==> src/rtl/morse_pkg.sv <==
// Shared types and default letter table (A-H) for the Morse player.
// Patterns are left-aligned in 16-bit slots: bit 15 is the first unit played.
package morse_pkg;

  typedef enum logic [1:0] {
    S_IDLE = 2'd0,
    S_PLAY = 2'd1,
    S_GAP  = 2'd2
  } state_e;

  localparam int DEF_NUM_LETTERS = 8;
  localparam int DEF_MAX_LEN     = 16;
  localparam int DEF_LEN_W       = 5;

  // Letter i sits at slot i, so the concatenation lists H first and A last.
  localparam logic [DEF_NUM_LETTERS*DEF_MAX_LEN-1:0] DEF_PATTERNS = {
    16'hAA00,  // H 1010101
    16'hEE80,  // G 111011101
    16'hAE80,  // F 101011101
    16'h8000,  // E 1
    16'hEA00,  // D 1110101
    16'hEBA0,  // C 11101011101
    16'hEA80,  // B 111010101
    16'hB800   // A 10111
  };

  localparam logic [DEF_NUM_LETTERS*DEF_LEN_W-1:0] DEF_LENGTHS = {
    5'd7, 5'd9, 5'd9, 5'd1, 5'd7, 5'd11, 5'd9, 5'd5
  };

  function automatic int clog2(input int value);
    int r;
    r = 0;
    while ((1 << r) < value) r++;
    return r;
  endfunction

endpackage

==> src/rtl/morse_player_if.sv <==
// Control/status bundle between the switch/key front end and the Morse player.
interface morse_player_if #(
  parameter int SEL_W = 3
) ();
  logic             start;
  logic             abort;
  logic [SEL_W-1:0] sel;
  logic             repeat_en;
  logic             out;
  logic             busy;
  logic             done;

  modport master (output start, abort, sel, repeat_en, input out, busy, done);
  modport slave  (input start, abort, sel, repeat_en, output out, busy, done);
endinterface

==> src/rtl/morse_unit_timer.sv <==
// Free-running unit counter; tick marks the last cycle of each Morse unit.
module morse_unit_timer #(
  parameter int UNIT_CYCLES = 25000000,
  parameter int UNIT_W      = 25
) (
  input  logic clock,
  input  logic areset,
  input  logic clear,
  input  logic run,
  output logic tick
);

  localparam logic [UNIT_W-1:0] LAST = UNIT_W'(UNIT_CYCLES - 1);

  logic [UNIT_W-1:0] r_cnt;

  assign tick = run && (r_cnt == LAST);

  // NOTE: sequential state uses <= so every flop samples pre-edge values.
  always_ff @(posedge clock or posedge areset) begin
    if (areset)     r_cnt <= '0;
    else if (clear) r_cnt <= '0;
    else if (run)   r_cnt <= tick ? '0 : r_cnt + UNIT_W'(1);
  end

endmodule

==> src/rtl/morse_player.sv <==
// Plays one letter from a packed pattern table on a registered on/off output,
// with abort, busy/done status and an optional repeat mode with a forced-off gap.
module morse_player
  import morse_pkg::*;
#(
  parameter int NUM_LETTERS = 8,
  parameter int SEL_W       = 3,
  parameter int MAX_LEN     = 16,
  parameter int LEN_W       = 5,
  parameter int UNIT_CYCLES = 25000000,
  parameter int UNIT_W      = 25,
  parameter int GAP_UNITS   = 3,
  parameter logic [NUM_LETTERS*MAX_LEN-1:0] PATTERNS = DEF_PATTERNS,
  parameter logic [NUM_LETTERS*LEN_W-1:0]   LENGTHS  = DEF_LENGTHS
) (
  input logic           clock,
  input logic           areset,
  morse_player_if.slave bus
);

  localparam int GAP_W = (GAP_UNITS > 1) ? clog2(GAP_UNITS) : 1;

  state_e             r_state, w_state_nxt;
  logic [SEL_W-1:0]   r_sel, w_lk_sel;
  logic [LEN_W-1:0]   r_idx, w_idx_nxt, w_len;
  logic [GAP_W-1:0]   r_gap, w_gap_nxt;
  logic [MAX_LEN-1:0] w_pat, w_mask;
  logic               r_out, r_busy, r_done;
  logic               w_out_nxt, w_done_nxt, w_load, w_tick;

  morse_unit_timer #(
    .UNIT_CYCLES(UNIT_CYCLES),
    .UNIT_W     (UNIT_W)
  ) u_timer (
    .clock (clock),
    .areset(areset),
    .clear (bus.abort || (r_state == S_IDLE)),
    .run   (r_state != S_IDLE),
    .tick  (w_tick)
  );

  assign w_load   = (r_state == S_IDLE) && bus.start && !bus.abort;
  // Live sel only matters when idle; once playing, the latched copy drives the table.
  assign w_lk_sel = (r_state == S_IDLE) ? bus.sel : r_sel;

  always_comb begin
    w_pat = '0;
    w_len = '0;
    for (int k = 0; k < NUM_LETTERS; k++) begin
      if (w_lk_sel == SEL_W'(k)) begin
        w_pat = PATTERNS[k*MAX_LEN +: MAX_LEN];
        w_len = LENGTHS[k*LEN_W +: LEN_W];
      end
    end
    if (w_len > LEN_W'(MAX_LEN)) w_len = LEN_W'(MAX_LEN);
  end

  // NOTE: every always_comb output gets a default first so no latch is inferred.
  always_comb begin
    w_state_nxt = r_state;
    w_idx_nxt   = r_idx;
    w_gap_nxt   = r_gap;
    w_done_nxt  = 1'b0;
    if (bus.abort) begin
      w_state_nxt = S_IDLE;
      w_idx_nxt   = '0;
      w_gap_nxt   = '0;
    end else begin
      unique case (r_state)
        S_IDLE: begin
          if (w_load) begin
            w_idx_nxt = '0;
            if (w_len == '0) w_done_nxt  = 1'b1;
            else             w_state_nxt = S_PLAY;
          end
        end
        S_PLAY: begin
          if (w_tick) begin
            if (r_idx == w_len - LEN_W'(1)) begin
              w_idx_nxt = '0;
              w_gap_nxt = '0;
              if (bus.repeat_en) begin
                w_state_nxt = S_GAP;
              end else begin
                w_state_nxt = S_IDLE;
                w_done_nxt  = 1'b1;
              end
            end else begin
              w_idx_nxt = r_idx + LEN_W'(1);
            end
          end
        end
        S_GAP: begin
          if (w_tick) begin
            if (r_gap == GAP_W'(GAP_UNITS - 1)) begin
              w_state_nxt = S_PLAY;
              w_idx_nxt   = '0;
              w_gap_nxt   = '0;
            end else begin
              w_gap_nxt = r_gap + GAP_W'(1);
            end
          end
        end
        default: w_state_nxt = S_IDLE;
      endcase
    end
  end

  assign w_mask    = {1'b1, {(MAX_LEN-1){1'b0}}} >> w_idx_nxt;
  assign w_out_nxt = (w_state_nxt == S_PLAY) && |(w_pat & w_mask);

  always_ff @(posedge clock or posedge areset) begin
    if (areset) begin
      r_state <= S_IDLE;
      r_idx   <= '0;
      r_gap   <= '0;
      r_sel   <= '0;
      r_out   <= 1'b0;
      r_busy  <= 1'b0;
      r_done  <= 1'b0;
    end else begin
      r_state <= w_state_nxt;
      r_idx   <= w_idx_nxt;
      r_gap   <= w_gap_nxt;
      if (w_load) r_sel <= bus.sel;
      r_out   <= w_out_nxt;
      r_busy  <= (w_state_nxt != S_IDLE);
      r_done  <= w_done_nxt;
    end
  end

  assign bus.out  = r_out;
  assign bus.busy = r_busy;
  assign bus.done = r_done;

endmodule

==> src/flat_wrapper.sv <==
// flat-port wrapper written by rule: the top's interface ports become plain ports
module morse_player_flat import morse_pkg::*;
#(
  parameter int NUM_LETTERS = 8,
  parameter int SEL_W       = 3,
  parameter int MAX_LEN     = 16,
  parameter int LEN_W       = 5,
  parameter int UNIT_CYCLES = 25000000,
  parameter int UNIT_W      = 25,
  parameter int GAP_UNITS   = 3,
  parameter logic [NUM_LETTERS*MAX_LEN-1:0] PATTERNS = DEF_PATTERNS,
  parameter logic [NUM_LETTERS*LEN_W-1:0]   LENGTHS  = DEF_LENGTHS
)
  (clock, areset, bus_start, bus_abort, bus_sel, bus_repeat_en, bus_out, bus_busy, bus_done);
  morse_player_if #(.SEL_W(SEL_W)) bus_i ();
  input logic clock;
  input logic areset;
  input wire logic [$bits(bus_i.start)-1:0] bus_start;
  input wire logic [$bits(bus_i.abort)-1:0] bus_abort;
  input wire logic [$bits(bus_i.sel)-1:0] bus_sel;
  input wire logic [$bits(bus_i.repeat_en)-1:0] bus_repeat_en;
  output wire logic [$bits(bus_i.out)-1:0] bus_out;
  output wire logic [$bits(bus_i.busy)-1:0] bus_busy;
  output wire logic [$bits(bus_i.done)-1:0] bus_done;
  assign bus_i.start = bus_start;
  assign bus_i.abort = bus_abort;
  assign bus_i.sel = bus_sel;
  assign bus_i.repeat_en = bus_repeat_en;
  assign bus_out = bus_i.out;
  assign bus_busy = bus_i.busy;
  assign bus_done = bus_i.done;
  morse_player #(.NUM_LETTERS(NUM_LETTERS), .SEL_W(SEL_W), .MAX_LEN(MAX_LEN), .LEN_W(LEN_W), .UNIT_CYCLES(UNIT_CYCLES), .UNIT_W(UNIT_W), .GAP_UNITS(GAP_UNITS), .PATTERNS(PATTERNS), .LENGTHS(LENGTHS)) u_core (.clock(clock), .areset(areset), .bus(bus_i));
endmodule
==> config.mk <==
export PLATFORM = sky130hd
export DESIGN_NAME = morse_player_flat
export DESIGN_NICKNAME = d
export VERILOG_FILES = /design/src/rtl/morse_pkg.sv /design/src/rtl/morse_player_if.sv /design/src/rtl/morse_unit_timer.sv /design/src/rtl/morse_player.sv /design/src/flat_wrapper.sv
export SDC_FILE = /design/constraint.sdc
export NUM_CORES = 1
export LEC_CHECK = 0
export ABC_AREA = 1
export CORE_AREA = 10 10 119 121
export DETAILED_ROUTE_END_ITERATION = 10
export DIE_AREA = 0 0 129 131
export GPL_TIMING_DRIVEN = 0
export SETUP_SLACK_MARGIN = 0.05
export SLEW_MARGIN = 10
export SYNTH_ARGS = -nofsm -noshare
export SYNTH_HDL_FRONTEND = slang
export SYNTH_HIERARCHICAL = 1
export SYNTH_SLANG_ARGS = --single-unit
==> constraint.sdc <==
create_clock -name clock -period 3.5 [get_ports clock]
set_clock_uncertainty 0.05 [all_clocks]
set_input_delay 0.7 -clock clock [delete_from_list [all_inputs] [get_ports clock]]
set_output_delay 0.7 -clock clock [all_outputs]
set_load 0.03 [all_outputs]
# --- After elaboration in Yosys (flattened, before gate mapping) ---
# Index checks and enable logic that the tools add are counted.
classes:
  mux: 50
  bitwise_logic: 1
  reduce_logical: 15
  order_cmp: 1
  n_shift: 1
  eq_ne: 16
  add_sub_neg: 4
op_table:
  columns: ["cell", "n"]
  rows:
  - ["16-bit two-way mux", 8]
  - ["25-bit two-way mux", 3]
  - ["5-bit two-way mux", 7]
  - ["4-bit two-way mux", 7]
  - ["2-bit two-way mux", 13]
  - ["25-bit by 1-bit adder with 25-bit output (second input constant)", 1]
  - ["25-bit == test (second input constant)", 1]
  - ["16-bit AND", 1]
  - ["16-bit OR reduction", 1]
  - ["16-bit by 5-bit right shift with 16-bit output (first input constant)", 1]
  - ["5-bit case mux with 3 select lines", 1]
  - ["3-bit == test (second input constant)", 4]
  - ["3-bit by 2-bit == test with 1-bit output (second input constant)", 2]
  - ["1-bit two-way mux", 6]
  - ["3-bit two-way mux", 2]
  - ["3-bit != test (second input constant)", 2]
  - ["2-bit case mux with 3 select lines", 1]
  - ["2-bit nonzero test", 3]
  - ["5-bit by 1-bit adder with 5-bit output (second input constant)", 1]
  - ["5-bit == test", 1]
  - ["4-bit by 5-bit > comparator with 1-bit output (second input constant)", 1]
  - ["5-bit zero test", 1]
  - ["5-bit by 1-bit subtractor with 5-bit output (second input constant)", 1]
  - ["2-bit by 1-bit == test with 1-bit output (second input constant)", 2]
  - ["13 further kinds", 17]
word_totals:
  register_bits: 40
  elab_cells: 96
  in_bits: 8

# --- Depth between registers and ports, before layout ---
# Gate-level depths: netlist of the first run.
depth:
  ltp_word: 23
  ltp_mapped: 22
  depth_no_buf: 22

# --- Modules after synthesis ---
# The synthesis of the first run kept the hierarchy.
by_module_without_submodules:
  columns: ["mod", "cells_each", "seq_area_each_um2", "instances", "area_per_inst_um2"]
  rows:
  - ["morse_unit_timer", 232, 625.6, 1, 1575.3]
  - ["morse_player", 184, 375.4, 1, 1306.3]

# --- Worst setup path after synthesis of the first run ---
# No wires, ideal clock.
synth_timing:
  path_type: "in2reg"
  startpoint: "input port bus_sel[2]"
  endpoint: "register u_core.r_out (netlist: u_core/bus.out)"
  slack_ns: 0.940
  t_arrival_ns: 2.396
  path_stages: 20
  n_path_buf: 0
  setup_ns: 0.114
  t_required_ns: 3.336
  cell_sequence: "inv_1 -> nand2_2 -> o21ai_4 -> o21ai_0 -> ha_1 -> xnor2_1 -> nor2_1 -> nand3_2 -> nor2_4 -> nand3_4 -> nand3_1 -> nand2_1 -> nand2_2 -> nand2_1 -> nand2_1 -> nand2_1 -> nand3_1 -> nand2_1 -> inv_1 -> nor2_2"
synth_between:
  elab_chain_len: 22
synth_rtl:
  columns: ["element", "line_no", "source"]
  rows:
  - ["start: declaration", "flat_wrapper.sv:20", "input wire logic [$bits(bus_i.sel)-1:0] bus_sel;"]
  - ["3-bit two-way mux *", "morse_player.sv:44", "assign w_lk_sel = (r_state == S_IDLE) ? bus.sel : r_sel;"]
  - ["3-bit zero test", "morse_player.sv:50", "if (w_lk_sel == SEL_W'(k)) begin"]
  - ["3-bit two-way mux", "morse_player.sv:50", null]
  - ["4-bit two-way mux (7 in series)", "morse_player.sv:50", null]
  - ["4-bit by 5-bit > comparator with 1-bit output", "morse_player.sv:55", "if (w_len > LEN_W'(MAX_LEN)) w_len = LEN_W'(MAX_LEN);"]
  - ["5-bit two-way mux", "morse_player.sv:55", null]
  - ["5-bit by 1-bit subtractor with 5-bit output", "morse_player.sv:79", "if (r_idx == w_len - LEN_W'(1)) begin"]
  - ["5-bit == test", "morse_player.sv:79", null]
  - ["5-bit two-way mux", "morse_player.sv:79", null]
  - ["5-bit two-way mux", "morse_player.sv:78", "if (w_tick) begin"]
  - ["5-bit case mux with 3 select lines", "morse_player.sv:69", "unique case (r_state)"]
  - ["5-bit two-way mux", "morse_player.sv:64", "if (bus.abort) begin"]
  - ["16-bit by 5-bit right shift with 16-bit output", "morse_player.sv:109", "assign w_mask = {1'b1, {(MAX_LEN-1){1'b0}}} >> w_idx_nxt;"]
  - ["16-bit AND", "morse_player.sv:110", "assign w_out_nxt = (w_state_nxt == S_PLAY) && |(w_pat & w_mask);"]
  - ["16-bit OR reduction", "morse_player.sv:110", null]
  - ["1-bit logical AND *", "morse_player.sv:110", null]
  - ["named net u_core.w_out_nxt", "morse_player.sv:29", "logic w_out_nxt, w_done_nxt, w_load, w_tick;"]
  - ["end signal: assignment", "morse_player.sv:126", "r_out <= w_out_nxt;"]
  - ["end: declaration", "morse_player.sv:28", "logic r_out, r_busy, r_done;"]
# The timed path passes the listed nets; every way through them passes the cells marked *.
# A chain may end at the register's enable or synchronous reset.

# --- Worst setup path in the final report of the first run ---
layout_timing:
  startpoint: "input port bus_sel[0]"
  endpoint: "register u_core.r_out (netlist: u_core/bus.out)"
# Same word-level chain as after synthesis.

==> metrics, run 1 <==
status finished, final reports clean; Clk pin slew, worst setup/hold paths 0.06 ns; max-cap viol count 0; CTS root buf clkbuf_16; via count 2,533; clk_lat worst skew 0.29 ns; layout cells sized above 1 0.146; CP delay by family, top simple AND/OR/NAND/NOR gates; Hold Path End u_core/r_gap[1]; # DRC 0; largest net degree at the start of global routing 26; static leakage power roughly 1.5 nW; r2r setup slk between 0.7 and 0.8 ns; Post-CTS Setup Bufs 0; Num CTS Buffers 5; Ant. Diodes 0; Tcrit/Tclk final 0.829; Fmax 345 MHz; share of the yosys chip area belonging to registers 0.347; Detail Route Antenna Nets 0; Worst EP arrival around 3.0 ns; cts hold-fix bufs 0; Setup crit start kind input port; clk buf depth 2; mapped cell area 2880 sq um; Final Max Tran Viols 0; Critical Path, Cell by Cell clkdlybuf4s50_1 -> nand2_1 -> nand2_1 -> o21ai_0 -> ha_1 -> xnor2_1 -> nor2_1 -> nand3_2 -> nor2_4 -> nand3_4 -> nand3_1 -> nand2_1 -> nand2_2 -> nand2_1 -> nand2_1 -> nand2_1 -> nand3_1 -> nand2_1 -> inv_1 -> nor2_2; Tightest Pin Transition between 0.9 and 1 ns; All-Layer GR Usage 0.0830; die footprint 16,900 sq um; Detailed Route Iter0 Violations 153; CP max FO 5; vias in the first global route about 2,500; pwr/cell area approximately 330 nW/um^2; HPWL after DPL a little over 5 mm; Mean Syn Cell Area a little under 7 sq um; routed wire length between 6 and 7 mm; TritonRoute pass-1 iters 4; Hold Crit Class reg2reg; initial antenna violation count 0; Max VDD drop 170 uV; RePlAce Congestion 0.881; H-tree depth 2; Worst R2R Start u_core/r_state[1]; Power Total ~1.1 mW; RSZ-0062 raised after global routing no; syn_nets approximately 430; hold path cells 2; Max transition margin 0.338; clk sinks 40; reg2reg path depth 20; Die W ~130 microns; Avg WL per Cell roughly 11 microns; Post-layout nets roughly 440; hold_sp u_core/r_gap[1]; final setup fails 0; critical path type in2reg; Yosys reg bits 40; Ys Warns 6; # resized after CTS 0; IO buf count 9; CTS tree built; Hold Fails Final Rpt 0; Overflow after GRT 0; number of distinct library cells after synthesis 31; mean number of vias per cell ~4.4; CP Capture Type flop; Area growth syn-to-layout 14.8%; Fin Setup TNS 0 ns; most frequent CP cell nand2_1; Worst EP required between 3 and 4 ns; initial core utilization 0.244; slowest stage cell on the critical path clkdlybuf4s50_1; row cnt 40; Core Area between 10,000 and 15,000 sq um; global-route wire length before repair 11.5 mm; R2R Path End u_core/bus.out; post-route minimum period approximately 2.9 ns; Syn Inst Count 416; Die Ht ~130 microns; Critical Path Max Stage Delay approximately 0.53 ns; # IOs 11; Buffers & Inverters on Critical Path 2
metrics by stage:
| step | worst slack [ns] | cells | cell area [sq um] | hold WS [ns] | utilization |
|---|---|---|---|---|---|
| 2_1_floorplan | 0.940 | 416 | 2880 | 0.403 | - |
| 3_3_place_gp | 0.276 | 572 | 3160 | 0.420 | 0.267 |
| 3_5_place_dp | 0.286 | 572 | 3160 | 0.436 | 0.267 |
| 4_1_cts | 0.581 | 579 | 3310 | 0.449 | 0.280 |
| 5_1_grt | 0.375 | 579 | 3310 | 0.487 | 0.280 |
| 6_report | 0.600 | 579 | 3310 | 0.444 | 0.280 |
how the worst max path moves through the flow:
| stage | startpoint | endpoint | slack (ns) | cells past startpoint |
|---|---|---|---|---|
| final | bus_sel[0] | u_core/bus.out | 0.60 | 20 |
| after global routing | bus_sel[0] | u_core/bus.out | 0.37 | 20 |
| after CTS | bus_sel[0] | u_core/bus.out | 0.58 | 20 |
| after detailed placement | bus_sel[0] | u_core/bus.out | 0.29 | 20 |
| after global placement | bus_sel[0] | u_core/bus.out | 0.28 | 20 |
| after floorplan | bus_sel[2] | u_core/bus.out | 0.94 | 20 |
power by group:
group	internal [mW]	total [mW]	switching, mW
clock	0.299	0.480	0.181
sequential	0.472	0.478	0.00639
combinational	0.0455	0.138	0.0928
layout by cell type (no fill, tap or decap):
| cell | Yosys | layout |
|---|---|---|
| o21ai_4 | 2 | 2 |
| nor2_1 | 59 | 59 |
| bufbuf_16 | 1 | 1 |
| a21oi_1 | 15 | 15 |
| buf_6 | 1 | 1 |
| nor2_4 | 3 | 3 |
| clkbuf_1 | 1 | 1 |
| dfrtp_1 | 40 | 40 |
| nand2_1 | 116 | 116 |
| nand2_4 | 6 | 6 |
| xnor2_1 | 5 | 5 |
| nand3b_1 | 2 | 2 |
| nor2_2 | 11 | 11 |
| clkinv_1 | 1 | 1 |
| o21ai_1 | 1 | 1 |
| nand3_2 | 6 | 6 |
| nand3_4 | 1 | 1 |
| clkbuf_8 | 0 | 2 |
| xor2_1 | 10 | 10 |
| inv_2 | 9 | 9 |
| nand4_1 | 5 | 5 |
| or2_2 | 1 | 1 |
| conb_1 | 1 | 1 |
| o21ai_2 | 1 | 1 |
| nand2_2 | 13 | 13 |
| o41ai_1 | 1 | 1 |
| nor3_1 | 6 | 6 |
| ha_1 | 3 | 3 |
| clkbuf_16 | 0 | 5 |
| o21ai_0 | 15 | 15 |
| a21oi_2 | 1 | 1 |
| clkdlybuf4s50_1 | 0 | 9 |
| inv_1 | 44 | 44 |
| nand3_1 | 35 | 35 |
cell families (layout without fill, tap and decap cells):
group,count (synthesis),after routing,synth area share
and+or+nand+nor,264,264,0.432
buffers and inverters,57,73,0.0868
DFF,40,40,0.347
AOI/OAI and AO/OA,36,36,0.0742
xor gates and xnor gates,15,15,0.0456
adders and majority gates,3,3,0.0130
other,1,1,0.00130
flip-flops by register name, indices dropped and copies added, names as in the netlist:
register,flops
u_core/r_state,2
u_core/r_gap,2
u_core/u_timer/r_cnt,25
u_core/bus.done,1
u_core/r_idx,5
u_core/r_sel,3
u_core/bus.out,1
u_core/bus.busy,1
cell type report:
cell class                      count  area, sq um
Tap cell                          147          184
Timing Repair Buffer                9         90.1
Clock buffer                        7          153
Multi-Input combinational cell    319         1630
Fill cell                        1294         8500
Buffer                              3         47.5
Sequential cell                    40         1000
Inverter                           54          203
layer usage:
metal	track usage	wire (microns)
met4	0.0254	74
met5	0	0
met2	0.138	3040
met1	0.103	3210
met3	0.0218	249
synthesized netlist by cell type:
master     count  share of area
nand2_2       13          0.028
nor2_2        11          0.024
nand3_1       35          0.061
inv_2          9          0.012
o21ai_2        1         0.0030
nand2_1      116           0.15
nor2_4         3          0.012
bufbuf_16      1          0.011
o41ai_1        1         0.0030
clkinv_1       1         0.0013
xnor2_1        5          0.015
nand4_1        5          0.011
nand3_2        6          0.021
xor2_1        10          0.030
inv_1         44          0.057
ha_1           3          0.013
a21oi_1       15          0.026
buf_6          1         0.0039
conb_1         1         0.0013
nand2_4        6          0.023
nor2_1        59          0.077
a21oi_2        1         0.0030
dfrtp_1       40           0.35
clkbuf_1       1         0.0013
nor3_1         6          0.010
nand3_4        1         0.0061
nand3b_1       2         0.0052
or2_2          1         0.0022
o21ai_1        1         0.0017
o21ai_4        2          0.011
o21ai_0       15          0.026
worst reg2reg max path: stages, from the launching register on:
cell     delay [ns]
dfrtp_1        0.47
nor2_4         0.30
nand2_2        0.10
o21ai_4        0.11
o21ai_0        0.11
ha_1           0.31
xnor2_1        0.13
nor2_1         0.12
nand3_2        0.11
nor2_4         0.15
nand3_4        0.10
nand3_1        0.08
nand2_1        0.06
nand2_2        0.10
nand2_1        0.06
nand2_1        0.07
nand2_1        0.04
nand3_1        0.06
nand2_1        0.05
inv_1          0.06
nor2_2         0.03
No activity file was read; power rests on OpenSTA's default activity.
==> run 2, diff against run 1 <==
- clock period: 3.5 -> 2.3 ns (I/O delays scaled with it)
==> run 2 against run 1 <==
The flow now finishes with violations (negative setup slack). Setup slack got worse by 0.83 ns. Register-to-register slack lost 0.95 ns. Sequential power up 52%. Wire length rose by 6.4%. Worst hold slack improved by 0.0087 ns. Cell count increased by 2.6%. Global-route usage increased by 0.23 points. Sequential share of layout area shrank 1.4 points.
==> metrics, run 2 (synthesis gave the netlist of run 1 again) <==
failing checks negative setup slack; RSZ-0062 raised after global routing yes; max-cap viol count 0; switching share of power 0.260; clock network power share 0.419; H-tree depth 2; Worst EP arrival between 2 and 3 ns; Area growth syn-to-layout 20.5%; Detailed Route Iter0 Violations 200; most frequent cells in the layout nand2_1 (112), nor2_1 (58), inv_1 (43); # IOs 11; setup ws final -0.226 ns; die footprint about 17,000 sq um; row cnt 40; CP Capture Type flop; global-route wire length before repair roughly 12 mm; Comb power frac 0.148; most frequent CP cell nand2_1; via count 2,684; Tightest Pin Transition ~0.97 ns; Fmax between 300 and 400 MHz; TritonRoute pass-1 iters 4; Overflow after GRT 0; mean number of vias per cell roughly 4.5; clk buf depth 2; Psw between 400 and 500 uW; CTS tree built; Clk pin slew, worst setup/hold paths about 0.060 ns; HPWL after DPL about 5.2 mm; Power Total between 1.5 and 2 mW; Critical Path, Cell by Cell nor2_4 -> nand2_2 -> o21ai_4 -> o21ai_1 -> ha_1 -> xnor2_1 -> nor2_1 -> nand3_2 -> nor2_4 -> nand3_4 -> nand3_1 -> nand2_1 -> nand2_2 -> nand2_1 -> nand2_1 -> nand2_1 -> nand3_1 -> nand2_1 -> inv_1 -> nor2_2; initial core utilization 0.244; multi-input logic area ~1700 sq um; Tcrit/Tclk final 1.10; post-route minimum period roughly 2.5 ns; initial antenna violation count 0; vias in the first global route approximately 2,600; pwr/cell area 483 nW/um^2; layout cells sized above 1 0.204; Hold Crit Class reg2reg; Int Power roughly 1.2 mW; Max VDD drop roughly 270 uV; static leakage power between 1.5 and 2 nW; CTS root buf clkbuf_16; Critical Path Start u_core/r_state[0]; hold_sp u_core/r_gap[1]; Ant. Diodes 0; slowest stage cell on the critical path dfrtp_2; # DRC 0; status finished with violations; Setup crit start kind flop; All-Layer GR Usage 0.0853; final setup fails 5; Final Max Tran Viols 0; Core Area between 10,000 and 15,000 sq um; Fin Setup TNS -0.595 ns; Max transition margin 0.354; most common cell after layout, fill and taps aside nand2_1; Flop pwr share 0.433; FF/Latch Area ~1000 sq um; largest net degree at the start of global routing 26; critical path type reg2reg; Largest regs u_core/u_timer/r_cnt: 25 flops, u_core/r_idx: 5 flops, u_core/r_sel: 3 flops; Detail Route Antenna Nets 0; max reg flops 25; CP max FO 5; Num CTS Buffers 5; clk_lat worst skew 0.28 ns; FILL cells 1,304; Worst EP required 2.43 ns; RePlAce Congestion between 0.8 and 0.9; Top reg by flops u_core/u_timer/r_cnt; Die Ht approximately 130 microns; Die W between 100 and 150 microns; Critical Path Max Stage Delay 0.44 ns; routed wire length 7.00 mm; Worst R2R Start u_core/r_state[0]; Avg WL per Cell about 12 microns; clk sinks 40; IO buf count 9; Hold Fails Final Rpt 0; Post-layout nets roughly 460
run 2: changes by cell type in the layout (fill, tap and decap cells not counted), sizes merged:
cell,previous run,this run
dlygate4sd2,0,2
clkbuf,8,9
clkdlybuf4s50,9,7
buf,1,15
run 2: what timing repair did:
action / in CTS / in global routing
gates resized for setup: 13 / 10
pin swaps: 9 / 11
hold buffers: 0 / 0
endpoints found under the setup margin: 12 / 12
buffers inserted: 10 / 4
run 2: per-layer routing:
layer,up-vias,global-route usage,wire length [microns]
li1,1370,-,-
met1,1264,0.104,3230
met2,43,0.150,3450
met3,7,0.0173,247
met4,0,0.0234,63
met5,-,0,0
run 2: path summary, 6_finish.rpt:
kind                                                end  slack [ns]  cells after the start
worst max-delay path                     u_core/bus.out       -0.23                     20
worst min-delay path                    u_core/r_gap[1]        0.45                      2
worst max register to register           u_core/bus.out       -0.23                     20
worst min register to register          u_core/r_gap[1]        0.45                      2
max in group asynchronous       u_core/u_timer/r_cnt[9]        0.92                      2
min in group asynchronous               u_core/r_sel[2]        0.54                      2
run 2: stage by stage:
step                setup slack, ns  instances  cell area [sq um]  hold WS [ns]  utilization
floorplan                    -0.135        416               2880         0.311            -
global placement             -0.605        572               3160         0.422        0.267
detailed placement           -0.633        572               3160         0.447        0.267
CTS                          -0.243        590               3410         0.460        0.289
global route                 -0.468        594               3470         0.487        0.294
finish                       -0.226        594               3470         0.453        0.294
run 2: area by class of cell:
class                   count  share of cell area
inverters                  54              0.0591
flip-flops and latches     40               0.289
multi-input cells         319               0.487
well taps                 147              0.0530
repair buffers             23              0.0566
plain buffers               3              0.0137
clock buffers               8              0.0421
run 2: worst max-delay path: cells and delay by family, from the launching register on:
kind,cells,cell delay (ns)
buffers and inverters,1,0.06
XOR/XNOR,1,0.13
AND/OR/NAND/NOR,15,1.31
AO/OA/AOI/OAI,2,0.16
flip-flops,1,0.44
adder cells (fa/ha/maj),1,0.29
run 2: power groups by stage:
| stage | Combinational, mW | Sequential (mW) | Clock, mW |
|---|---|---|---|
| 6_report | 0.248 | 0.727 | 0.704 |
| 5_1_grt | 0.276 | 0.728 | 0.756 |
| 4_1_cts | 0.235 | 0.727 | 0.721 |
| 3_5_place_dp | 0.215 | 0.740 | 0 |
| 3_3_place_gp | 0.211 | 0.739 | 0 |
| 2_1_floorplan | 0.154 | 0.744 | 0 |
